==> src/rtl/serial_sub_311_pkg.sv <==
// Shared types and constants for the bit-serial subtractor.
package serial_sub_311_pkg;

  localparam int WIDTH_DEFAULT = 8;

  typedef enum logic [1:0] {
    IDLE  = 2'd0,
    SHIFT = 2'd1,
    DONE  = 2'd2
  } state_e;

endpackage

==> src/rtl/serial_sub_311_fs.sv <==
// One-bit full subtractor used once per SHIFT cycle.
module fs_311 (
  input  logic a_i,
  input  logic b_i,
  input  logic br_i,
  output logic diff_o,
  output logic br_o
);

  assign diff_o = a_i ^ b_i ^ br_i;
  assign br_o   = (~a_i & b_i) | (~a_i & br_i) | (b_i & br_i);

endmodule

==> src/rtl/serial_sub_311.sv <==
// Bit-serial subtractor: computes a-b-bin LSB first over WIDTH cycles,
// reporting difference, final borrow and signed overflow.
module serial_sub_311
  import serial_sub_311_pkg::*;
#(
  parameter int WIDTH = WIDTH_DEFAULT
) (
  input  logic             clk_311,
  input  logic             rst_311,
  input  logic             start_311,
  input  logic [WIDTH-1:0] a_311,
  input  logic [WIDTH-1:0] b_311,
  input  logic             bin_311,
  output logic             busy_311,
  output logic             done_311,
  output logic [WIDTH-1:0] d_311,
  output logic             bout_311,
  output logic             ovf_311
);

  localparam int CW = $clog2(WIDTH + 1);

  state_e           state_q, state_d;
  logic [WIDTH-1:0] a_q, a_d;
  logic [WIDTH-1:0] b_q, b_d;
  logic [WIDTH-1:0] res_q, res_d;
  logic             br_q, br_d;
  logic [CW-1:0]    cnt_q, cnt_d;
  logic             bout_q, bout_d;
  logic             ovf_q, ovf_d;
  logic             busy_q, busy_d;
  logic             done_q, done_d;

  logic fs_diff_s;
  logic fs_br_s;

  fs_311 u_fs (
    .a_i    (a_q[0]),
    .b_i    (b_q[0]),
    .br_i   (br_q),
    .diff_o (fs_diff_s),
    .br_o   (fs_br_s)
  );

  // State register and datapath registers
  always_ff @(posedge clk_311 or posedge rst_311) begin
    if (rst_311) begin
      state_q <= IDLE;
      a_q     <= '0;
      b_q     <= '0;
      res_q   <= '0;
      br_q    <= 1'b0;
      cnt_q   <= '0;
      bout_q  <= 1'b0;
      ovf_q   <= 1'b0;
      busy_q  <= 1'b0;
      done_q  <= 1'b0;
    end else begin
      state_q <= state_d;
      a_q     <= a_d;
      b_q     <= b_d;
      res_q   <= res_d;
      br_q    <= br_d;
      cnt_q   <= cnt_d;
      bout_q  <= bout_d;
      ovf_q   <= ovf_d;
      busy_q  <= busy_d;
      done_q  <= done_d;
    end
  end

  // Next-state and datapath update; busy/done are precomputed so they register with the state
  always_comb begin
    state_d = state_q;
    a_d     = a_q;
    b_d     = b_q;
    res_d   = res_q;
    br_d    = br_q;
    cnt_d   = cnt_q;
    bout_d  = bout_q;
    ovf_d   = ovf_q;
    busy_d  = busy_q;
    done_d  = 1'b0;

    case (state_q)
      IDLE: begin
        if (start_311) begin
          a_d     = a_311;
          b_d     = b_311;
          br_d    = bin_311;
          cnt_d   = '0;
          busy_d  = 1'b1;
          state_d = SHIFT;
        end else begin
          busy_d  = 1'b0;
          state_d = IDLE;
        end
      end

      SHIFT: begin
        a_d   = {1'b0, a_q[WIDTH-1:1]};
        b_d   = {1'b0, b_q[WIDTH-1:1]};
        res_d = {fs_diff_s, res_q[WIDTH-1:1]};
        br_d  = fs_br_s;
        cnt_d = cnt_q + CW'(1);
        if (cnt_q == CW'(WIDTH - 1)) begin
          // br_q is the borrow into the MSB, fs_br_s the borrow out of it
          bout_d  = fs_br_s;
          ovf_d   = br_q ^ fs_br_s;
          busy_d  = 1'b0;
          done_d  = 1'b1;
          state_d = DONE;
        end else begin
          busy_d  = 1'b1;
          state_d = SHIFT;
        end
      end

      DONE: begin
        busy_d  = 1'b0;
        state_d = IDLE;
      end

      default: begin
        busy_d  = 1'b0;
        state_d = IDLE;
      end
    endcase
  end

  assign busy_311 = busy_q;
  assign done_311 = done_q;
  assign d_311    = res_q;
  assign bout_311 = bout_q;
  assign ovf_311  = ovf_q;

endmodule
==> config.mk <==
export PLATFORM = sky130hd
export DESIGN_NAME = serial_sub_311
export DESIGN_NICKNAME = d
export VERILOG_FILES = /design/src/rtl/serial_sub_311_pkg.sv /design/src/rtl/serial_sub_311_fs.sv /design/src/rtl/serial_sub_311.sv
export SDC_FILE = /design/constraint.sdc
export NUM_CORES = 1
export LEC_CHECK = 0
export ABC_CLOCK_PERIOD_IN_PS = 2100
export CAP_MARGIN = 20
export CORE_ASPECT_RATIO = 0.5
export CORE_MARGIN = 2
export CORE_UTILIZATION = 51
export CTS_BUF_LIST = sky130_fd_sc_hd__clkbuf_8
export CTS_CLUSTER_DIAMETER = 50
export CTS_CLUSTER_SIZE = 40
export DETAILED_ROUTE_END_ITERATION = 8
export GPL_TIMING_DRIVEN = 0
export PLACE_DENSITY = 0.92
export SETUP_SLACK_MARGIN = 0.5
export SLEW_MARGIN = 5
export SYNTH_ARGS = -nofsm -noshare
export SYNTH_HDL_FRONTEND = slang
export SYNTH_HIERARCHICAL = 1
export SYNTH_SLANG_ARGS = --single-unit
==> constraint.sdc <==
create_clock -name clk_311 -period 2.1 [get_ports clk_311]
set_input_delay 0.525 -clock clk_311 [delete_from_list [all_inputs] [get_ports clk_311]]
set_output_delay 0.525 -clock clk_311 [all_outputs]
set_load 0.01 [all_outputs]
==> results of run 1 <==
[sequential cells by signal, summed over array words and instances, names as in the netlist]
register / cells
a_q: 8
d_311: 8
state_q: 1
b_q: 8
cnt_q: 4
bout_311: 1
ovf_311: 1
br_q: 1
done_311: 1
[logic make-up (layout without fill, tap and decap cells)]
kind of cell | after synthesis | in the layout | share of synthesized area [%]
fa+ha+maj | 2 | 2 | 2.25
flops | 33 | 33 | 57.2
xor+xnor | 1 | 1 | 0.607
mux | 12 | 12 | 9.36
buf+inv | 12 | 56 | 3.73
simple gates | 29 | 29 | 9.71
compound gates | 40 | 40 | 17.2
[area by class of cell]
class / count / area, um2
Multi-Input combinational cell: 84 / 578
Clock inverter: 2 / 33.8
Sequential cell: 33 / 827
Buffer: 8 / 40.0
Clock buffer: 6 / 82.6
Fill cell: 176 / 657
Inverter: 4 / 15.0
Timing Repair Buffer: 36 / 355
Tap cell: 37 / 46.3
[power groups by stage]
stage | Sequential, W | Clock (W) | Combinational [W]
after floorplan | 0.00111 | 0 | 0.000574
after global placement | 0.00108 | 0 | 0.000948
after detailed placement | 0.00111 | 0 | 0.00103
after CTS | 0.00109 | 0.000618 | 0.000994
after global routing | 0.00113 | 0.000656 | 0.00115
final | 0.00110 | 0.000611 | 0.00105
[layout by cell type, fill, tap and decap left out, types with 3 or more instances in the layout]
| cell | n |
|---|---|
| inv_1 | 5 |
| dfrtp_1 | 32 |
| nor2b_1 | 3 |
| mux2_2 | 12 |
| buf_2 | 4 |
| buf_4 | 5 |
| nand2_1 | 18 |
| o21ai_0 | 17 |
| a21oi_1 | 5 |
| a22oi_1 | 14 |
| clkdlybuf4s50_1 | 18 |
| clkbuf_8 | 6 |
| dlygate4sd2_1 | 12 |
[routing by layer]
metal | wire (um) | vias up | global-route usage [%]
met5 | 0 | - | 0
met4 | 85 | 0 | 11.7
met3 | 167 | 10 | 6.09
met2 | 1860 | 44 | 42.2
met1 | 1470 | 592 | 29.7
li1 | - | 545 | -
[what timing repair did]
item                                    CTS  global route
pin swaps                                 0             1
hold buffers                              0             0
resized for setup                        15             4
cloned                                    0             0
endpoints found under the setup margin   31             4
buffers inserted                          1             3
[through the flow]
stage / utilization [%] / setup slack (ps) / power (W) / cells
CTS: 73.8 / 381 / 0.00270 / 207
global placement: 68.3 / 108 / 0.00202 / 197
detailed placement: 69.4 / 0.177 / 0.00214 / 198
finish: 75.1 / 575 / 0.00276 / 210
floorplan: - / 738 / 0.00168 / 129
global route: 75.1 / 500 / 0.00293 / 210
[final timing paths]
check | cells past startpoint | end
setup / recovery | 1 | done_311
setup reg to reg | 4 | bout_311
max in group asynchronous | 3 | state_q[0]
hold / removal | 2 | a_q[6]
hold reg to reg | 2 | a_q[6]
min in group asynchronous | 2 | cnt_q[0]
==> flow_metrics.tcl, run 1 <==
set metrics [dict create \
    synthTopCellsByCount "33 x dfrtp_1, 18 x nand2_1, 17 x o21ai_0, 14 x a22oi_1, 12 x mux2_2" \
    die_h_um 41.6 \
    yosys_register_bits 33 \
    route.vias.total 1191 \
    synth_top_area_cell "dfrtp_1" \
    critical_path.reg2reg.startpoint "cnt_q[0]" \
    synth_top_flop_cell "dfrtp_1" \
    yosysWarningCount 6 \
    final.setup_skew_ps 3.99 \
    overflow 0 \
    synth.area.top_cells "dfrtp_1 57%, mux2_2 9.4%, a22oi_1 7.3%" \
    final-setup-viol-count 0 \
    power_density_of_the_placed_cells_nw_per_um2 1390 \
    setup_tns_ps 0 \
    syn-num-nets 151 \
    antenna_found_initial 0 \
    p_int_w 0.00183 \
    drtPass1Iterations 4 \
    min_period_over_period_pct 72.6 \
    peakVddDrop_uv 655 \
    tritoncts "done" \
    fp.dieArea_um2 3300 \
    share_of_layout_cells_above_drive_strength_1_pct 19.1 \
    power.share.combinational_pct 38.0 \
    remaining_drc_errors 0 \
    timing_worst_setup_path_type "reg2out" \
    syn_area_um2 1440 \
    endpoint_kind "output port" \
    synthMostInstantiatedCell "dfrtp_1" \
    cts_buffers 5 \
    static-leakage-power_nw 0.879 \
    number_of_global_route_vias_before_repair 1237 \
    tightest_hold_check_type "reg2reg" \
    final_max_slew_viol_count 0 \
    timing.fmax_ghz 0.656 \
    min_from "a_q[6]" \
    cts_buffer_depth 2 \
    ff_to_ff_setup_slack_ps 580 \
    cts.clk_slew.worst_paths_ps 70 \
    p_sw_share_pct 33.6 \
    track_usage_pct 24.7 \
    finish.instance_area_um2 1980 \
    detailed_router_s_first_iteration_violation_count 104 \
    wl_mm 3.59 \
    synth.lib_cells_used.distinct 23 \
    num_antenna_cells 0 \
    worstPathArrival_ps 1000 \
    p_sw_w 0.000927 \
    insertion_delay_ps 280 \
    cp_slowest_cell "dfrtp_1" \
    numPortBuffers 31 \
    async_reset_ff_share_pct 100 \
    max_stage_delay_ps 410 \
    status "complete, no violations" \
    grt_max_degree 25 \
    post_detailed_placement_half_perimeter_wirelength_mm 2.50 \
    root_buffer "clkbuf_8" \
    max-slew-margin-rel_pct 69.4 \
    max_cap_viol_count 0 \
    critPathTopFamily "flip-flops" \
    postRouteAntennaNets 0 \
    final_net_count 194 \
    critPathLaunchType "register" \
    worst-path-max-fanout 4 \
    cp_num_buf_inv 1 \
    unrepaired_setup_endpoints_after_global_routing "false" \
    synth_top_area_share_pct 57.2 \
    cts_max_level 2 \
    hold_slack_ps 487 \
    postSynthCellCount 129 \
    synth_enable_flop_cells 0 \
    seq_power_share_pct 39.8 \
    place_area_um2 1830 \
    setup.worst_path.start "done_311" \
    first_pass_grt_wire_length_mm 5.95 \
    synth-seq-area-share_pct 57.2 \
    gp_congestion 0.764 \
    syn_to_final_growth_pct 37.0 \
    period_needed_ps 1520 \
    max_slew.worst_pin.slew_ps 459 \
    numClockSinks 33 \
    rows 13 \
    core_region_area_um2 2640 \
    crit_path_cell_trace "dlygate4sd2_1" \
    synth_area_per_cell_um2 11.2 \
    critPathRequiredTime_ps 1570 \
    floorplan.io_pins 32 \
    timing.final.hold_violations 0 \
    p_clk_share_pct 22.2 \
    dieWidth_um 79.3 \
    avgRoutedWirePerCell_um 17.1 \
    via_per_inst 5.67 \
    initial_core_utilization_pct 54.8 \
]
No activity file was read; power rests on OpenSTA's default activity.
==> inputs of run 2 (changes only) <==
- ABC_CLOCK_PERIOD_IN_PS: 2100 -> 1590
- clock period: 2.1 -> 1.59 ns (I/O delays scaled with it)
==> flow_metrics.tcl, run 2 (synthesized netlist as in run 1, its figures left out) <==
set metrics [dict create \
    max_stage_delay_ps 450 \
    final_net_count 225 \
    timing.fmax_ghz 0.682 \
    min_from "a_q[5]" \
    critPathLaunchType "register" \
    endpoint_kind "register" \
    tritoncts "done" \
    numPortBuffers 31 \
    finish.instance_area_um2 2430 \
    worst_hold_path.endpoint "a_q[5]" \
    most_frequent_cells_in_the_layout "32 x dfrtp_1, 23 x buf_4, 18 x clkdlybuf4s50_1" \
    cts_max_level 2 \
    timing_worst_setup_path_type "reg2reg" \
    overflow 0 \
    max_slew.worst_pin.slew_ps 417 \
    insertion_delay_ps 300 \
    unrepaired_setup_endpoints_after_global_routing "true" \
    critPathTopFamily "simple AND/OR/NAND/NOR gates" \
    track_usage_pct 31.2 \
    antenna_found_initial 0 \
    place_worst_setup_slack_ps -263 \
    cts_hold_repair.buffers 0 \
    dr.max_layer_used "met4" \
    remaining_drc_errors 0 \
    cp_slowest_cell "dfrtp_1" \
    number_of_global_route_vias_before_repair 1373 \
    route.met3.wl_um 624 \
    timing.final.hold_violations 0 \
    first_pass_grt_wire_length_mm 7.40 \
    die_h_um 41.6 \
    critical_path.reg2reg.startpoint "done_311" \
    peakVddDrop_uv 1240 \
    post_detailed_placement_half_perimeter_wirelength_mm 2.17 \
    hold_depth 2 \
    root_buffer "clkbuf_8" \
    ff_to_ff_setup_slack_ps 120 \
    rows 13 \
    via_per_inst 6.37 \
    cp_num_buf_inv 0 \
    route.vias.total 1534 \
    avgRoutedWirePerCell_um 25.3 \
    final_max_slew_viol_count 0 \
    period_needed_ps 1470 \
    final.setup_skew_ps 2.92 \
    max_cap_viol_count 0 \
    setup_tns_ps 0 \
    drtPass1Iterations 4 \
    core_region_area_um2 2640 \
    gp_congestion 0.741 \
    cts_buffer_depth 2 \
    min_period_over_period_pct 92.3 \
    place_area_um2 1830 \
    syn_to_final_growth_pct 68.0 \
    reg2regPathDepth 3 \
    setup_ws_ps 123 \
    rr_endpoint "ovf_311" \
    share_of_layout_cells_above_drive_strength_1_pct 54.9 \
    num_antenna_cells 0 \
    worst-path-max-fanout 3 \
    max-slew-margin-rel_pct 72.1 \
    initial_core_utilization_pct 54.8 \
    wl_met1_mm 2.30 \
    floorplan.io_pins 32 \
    final-setup-viol-count 0 \
    status "complete, no violations" \
    cts_buffers 5 \
    static-leakage-power_nw 1.11 \
    power_density_of_the_placed_cells_nw_per_um2 1950 \
    postRouteAntennaNets 0 \
    detailroute.wirelength.met2_mm 2.81 \
    crit_path_cell_trace "and2b_2 > nor3b_4 > mux2_4" \
    cts.clk_slew.worst_paths_ps 70 \
    numClockSinks 33 \
    detailed_router_s_first_iteration_violation_count 158 \
    grt_max_degree 34 \
    worstPathArrival_ps 1650 \
    hold_slack_ps 552 \
    tightest_hold_check_type "reg2reg" \
    dieWidth_um 79.3 \
    wl_mm 6.09 \
    fp.dieArea_um2 3300 \
    critPathRequiredTime_ps 1770 \
    layout.cells.most_common "dfrtp_1" \
]
-- run 2: cell types whose count changed in the layout (fill, tap and decap cells not counted), moves of 9 or more --
cell	previous run	this run
dlygate4sd2_1	12	1
buf_6	0	14
o21ai_0	17	0
mux2_4	0	9
a22oi_1	14	1
buf_4	5	23
a22oi_2	0	13
mux2_2	12	3
o21ai_1	0	12
-- run 2: worst reg2reg max path: cells and delay by family (launching register included) --
| family | cells | cell delay (ps) |
|---|---|---|
| mux | 1 | 340 |
| flops | 1 | 450 |
| simple gates | 2 | 580 |
-- run 2: power by group --
group / internal, W / total, W / switching [W] / leakage [nW]
combinational: 0.00143 / 0.00260 / 0.00117 / 0.639
sequential: 0.00119 / 0.00153 / 0.000344 / 0.417
clock: 0.000291 / 0.000606 / 0.000315 / 0.0519
-- run 2: through the flow --
step	total power (W)	utilization, %	instances
global placement	0.00275	69.5	197
detailed placement	0.00286	69.5	197
finish	0.00474	92.1	241
floorplan	0.00230	-	129
global route	0.00490	92.1	241
CTS	0.00390	83.0	229
-- run 2: how the worst max path moves through the flow --
stage | from | endpoint | slack (ps) | depth (start not counted)
after floorplan | a_q[0] | d_311[7] | 280 | 4
after global placement | start_311 | a_q[5] | -200 | 5
after detailed placement | start_311 | b_q[4] | -260 | 5
after CTS | cnt_q[1] | bout_311 | 230 | 4
after global routing | state_q[0] | b_q[2] | 80 | 6
final | done_311 | ovf_311 | 120 | 3
-- run 2: cell type report --
cell class | count | area [um2]
flip-flops and latches | 33 | 827
clock inverters | 3 | 11.3
inverters | 4 | 18.8
fillers | 94 | 209
repair inverters | 1 | 7.51
plain buffers | 8 | 105
well taps | 37 | 46.3
repair buffers | 66 | 581
clock buffers | 5 | 68.8
multi-input cells | 84 | 761
-- run 2: metal layers --
metal | vias to the layer above | track usage (%)
met3 | 39 | 8.26
met4 | 0 | 14.1
met2 | 143 | 52.7
met1 | 747 | 38.0
li1 | 605 | -
met5 | - | 0
-- run 2: repair_timing --
action,CTS,global route
setup buffers,19,11
pin swaps,10,25
resized for setup,103,45
cloned,5,1
endpoints found under the setup margin,44,77
==> edit (settings of run 2) <==
Take the reset off `a_q` and load it in a clocked block of its own.
--- a/src/rtl/serial_sub_311.sv
+++ b/src/rtl/serial_sub_311.sv
@@ -46,7 +46,6 @@
   always_ff @(posedge clk_311 or posedge rst_311) begin
     if (rst_311) begin
       state_q <= IDLE;
-      a_q     <= '0;
       b_q     <= '0;
       res_q   <= '0;
       br_q    <= 1'b0;
@@ -57,7 +56,6 @@
       done_q  <= 1'b0;
     end else begin
       state_q <= state_d;
-      a_q     <= a_d;
       b_q     <= b_d;
       res_q   <= res_d;
       br_q    <= br_d;
@@ -67,6 +65,10 @@
       busy_q  <= busy_d;
       done_q  <= done_d;
     end
+  end
+
+  always_ff @(posedge clk_311) begin
+    a_q <= a_d;
   end
 
   // Next-state and datapath update; busy/done are precomputed so they register with the state
Check against the original RTL: no difference found for any inputs over 10 cycles, from zero or initial values and one cycle with rst_311 high; that may be too few to reach the edited logic, so the function may still have changed.
==> edit against run 2 <==
The flow now stops in global routing (5_1_grt); synthesized area shrank 0.61%.
==> edit: results (changes against run 2) <==
Outcome
  • Stopped at: global routing (5_1_grt)
  • Outcome: stopped before the end (was finished, final reports clean)
  • Tool error: [ERROR DPL-0038] Utilization greater than 100%, impossible to legalize

STA
  • Worst EP Category: register input
  • Post-GRT worst EP: bout_311$_DFFE_PP0P_/D

Synthesis
  • FFs w/ async S/R, synth: 0.758 (was 1.00)
  • Syn_nets: 166 (was 151)
  • Number of synthesized flops with an enable pin: 8 (was 0)
  • FF+latch count, synth: 33 (unchanged)
  • Mapped Cells: 144 (was 129)
  • Top_reg_cell synth: dfrtp_1 (unchanged)
  • Most frequent cells after synthesis: nand2_1 (58), dfrtp_1 (25), o21ai_0 (12), a22oi_1 (8), edfxtp_1 (8) (was dfrtp_1 (33), nand2_1 (18), o21ai_0 (17), a22oi_1 (14), mux2_2 (12))
  • Synth cell types: 25 (was 23)
  • Sequential area share after synthesis: 0.603 (was 0.572)
  • Ys Warns: 6 (unchanged)
  • Top post-synthesis cells by area: dfrtp_1 (44%), edfxtp_1 (17%), nand2_1 (15%) (was dfrtp_1 (57%), mux2_2 (9.4%), a22oi_1 (7.3%))

Placed design
  • GPL Wtd Cong: 0.768 (was 0.741)
  • Placed wire-length estimate: 2090 um (was 2170 um)
  • Input/output buffers: 31 (unchanged)
  • Placed insts: 212 (was 197)

Clocking
  • TritonCTS buffer count: 5 (unchanged)
  • H-tree Lvls: 2 (unchanged)
  • CTS Buffer Depth: 2 (unchanged)
  • Clock root buffer: clkbuf_8 (unchanged)

Global route
  • Pin count of the biggest net entering global routing: 26
==> edit: metrics by stage <==
stage | util | setup WS, ns | area, um^2 | hold slack [ns] | setup TNS (ns)
2_1_floorplan | - | 0.309 | 1470 | 0.425 | 0
3_3_place_gp | 0.692 | -0.200 | 1820 | 0.456 | -1.91
3_5_place_dp | 0.692 | -0.209 | 1820 | 0.474 | -2.46
4_1_cts | 0.851 | 0.235 | 2240 | 0.485 | 0
==> edit: timing repair <==
| action | in CTS |
|---|---|
| endpoints found under the setup margin | 76 |
| buffers inserted | 34 |
| gates resized for setup | 93 |
| pin swaps | 31 |
| hold endpoints to repair | 0 |
| cloned | 0 |
==> edit: kinds of logic after synthesis <==
group                      share of synthesized area
muxes                                         0.0157
xor gates and xnor gates                     0.00610
AOI/OAI and AO/OA                              0.109
adders and majority gates                     0.0227
and+or+nand+nor                                0.193
buffers and inverters                         0.0506
DFF                                            0.603
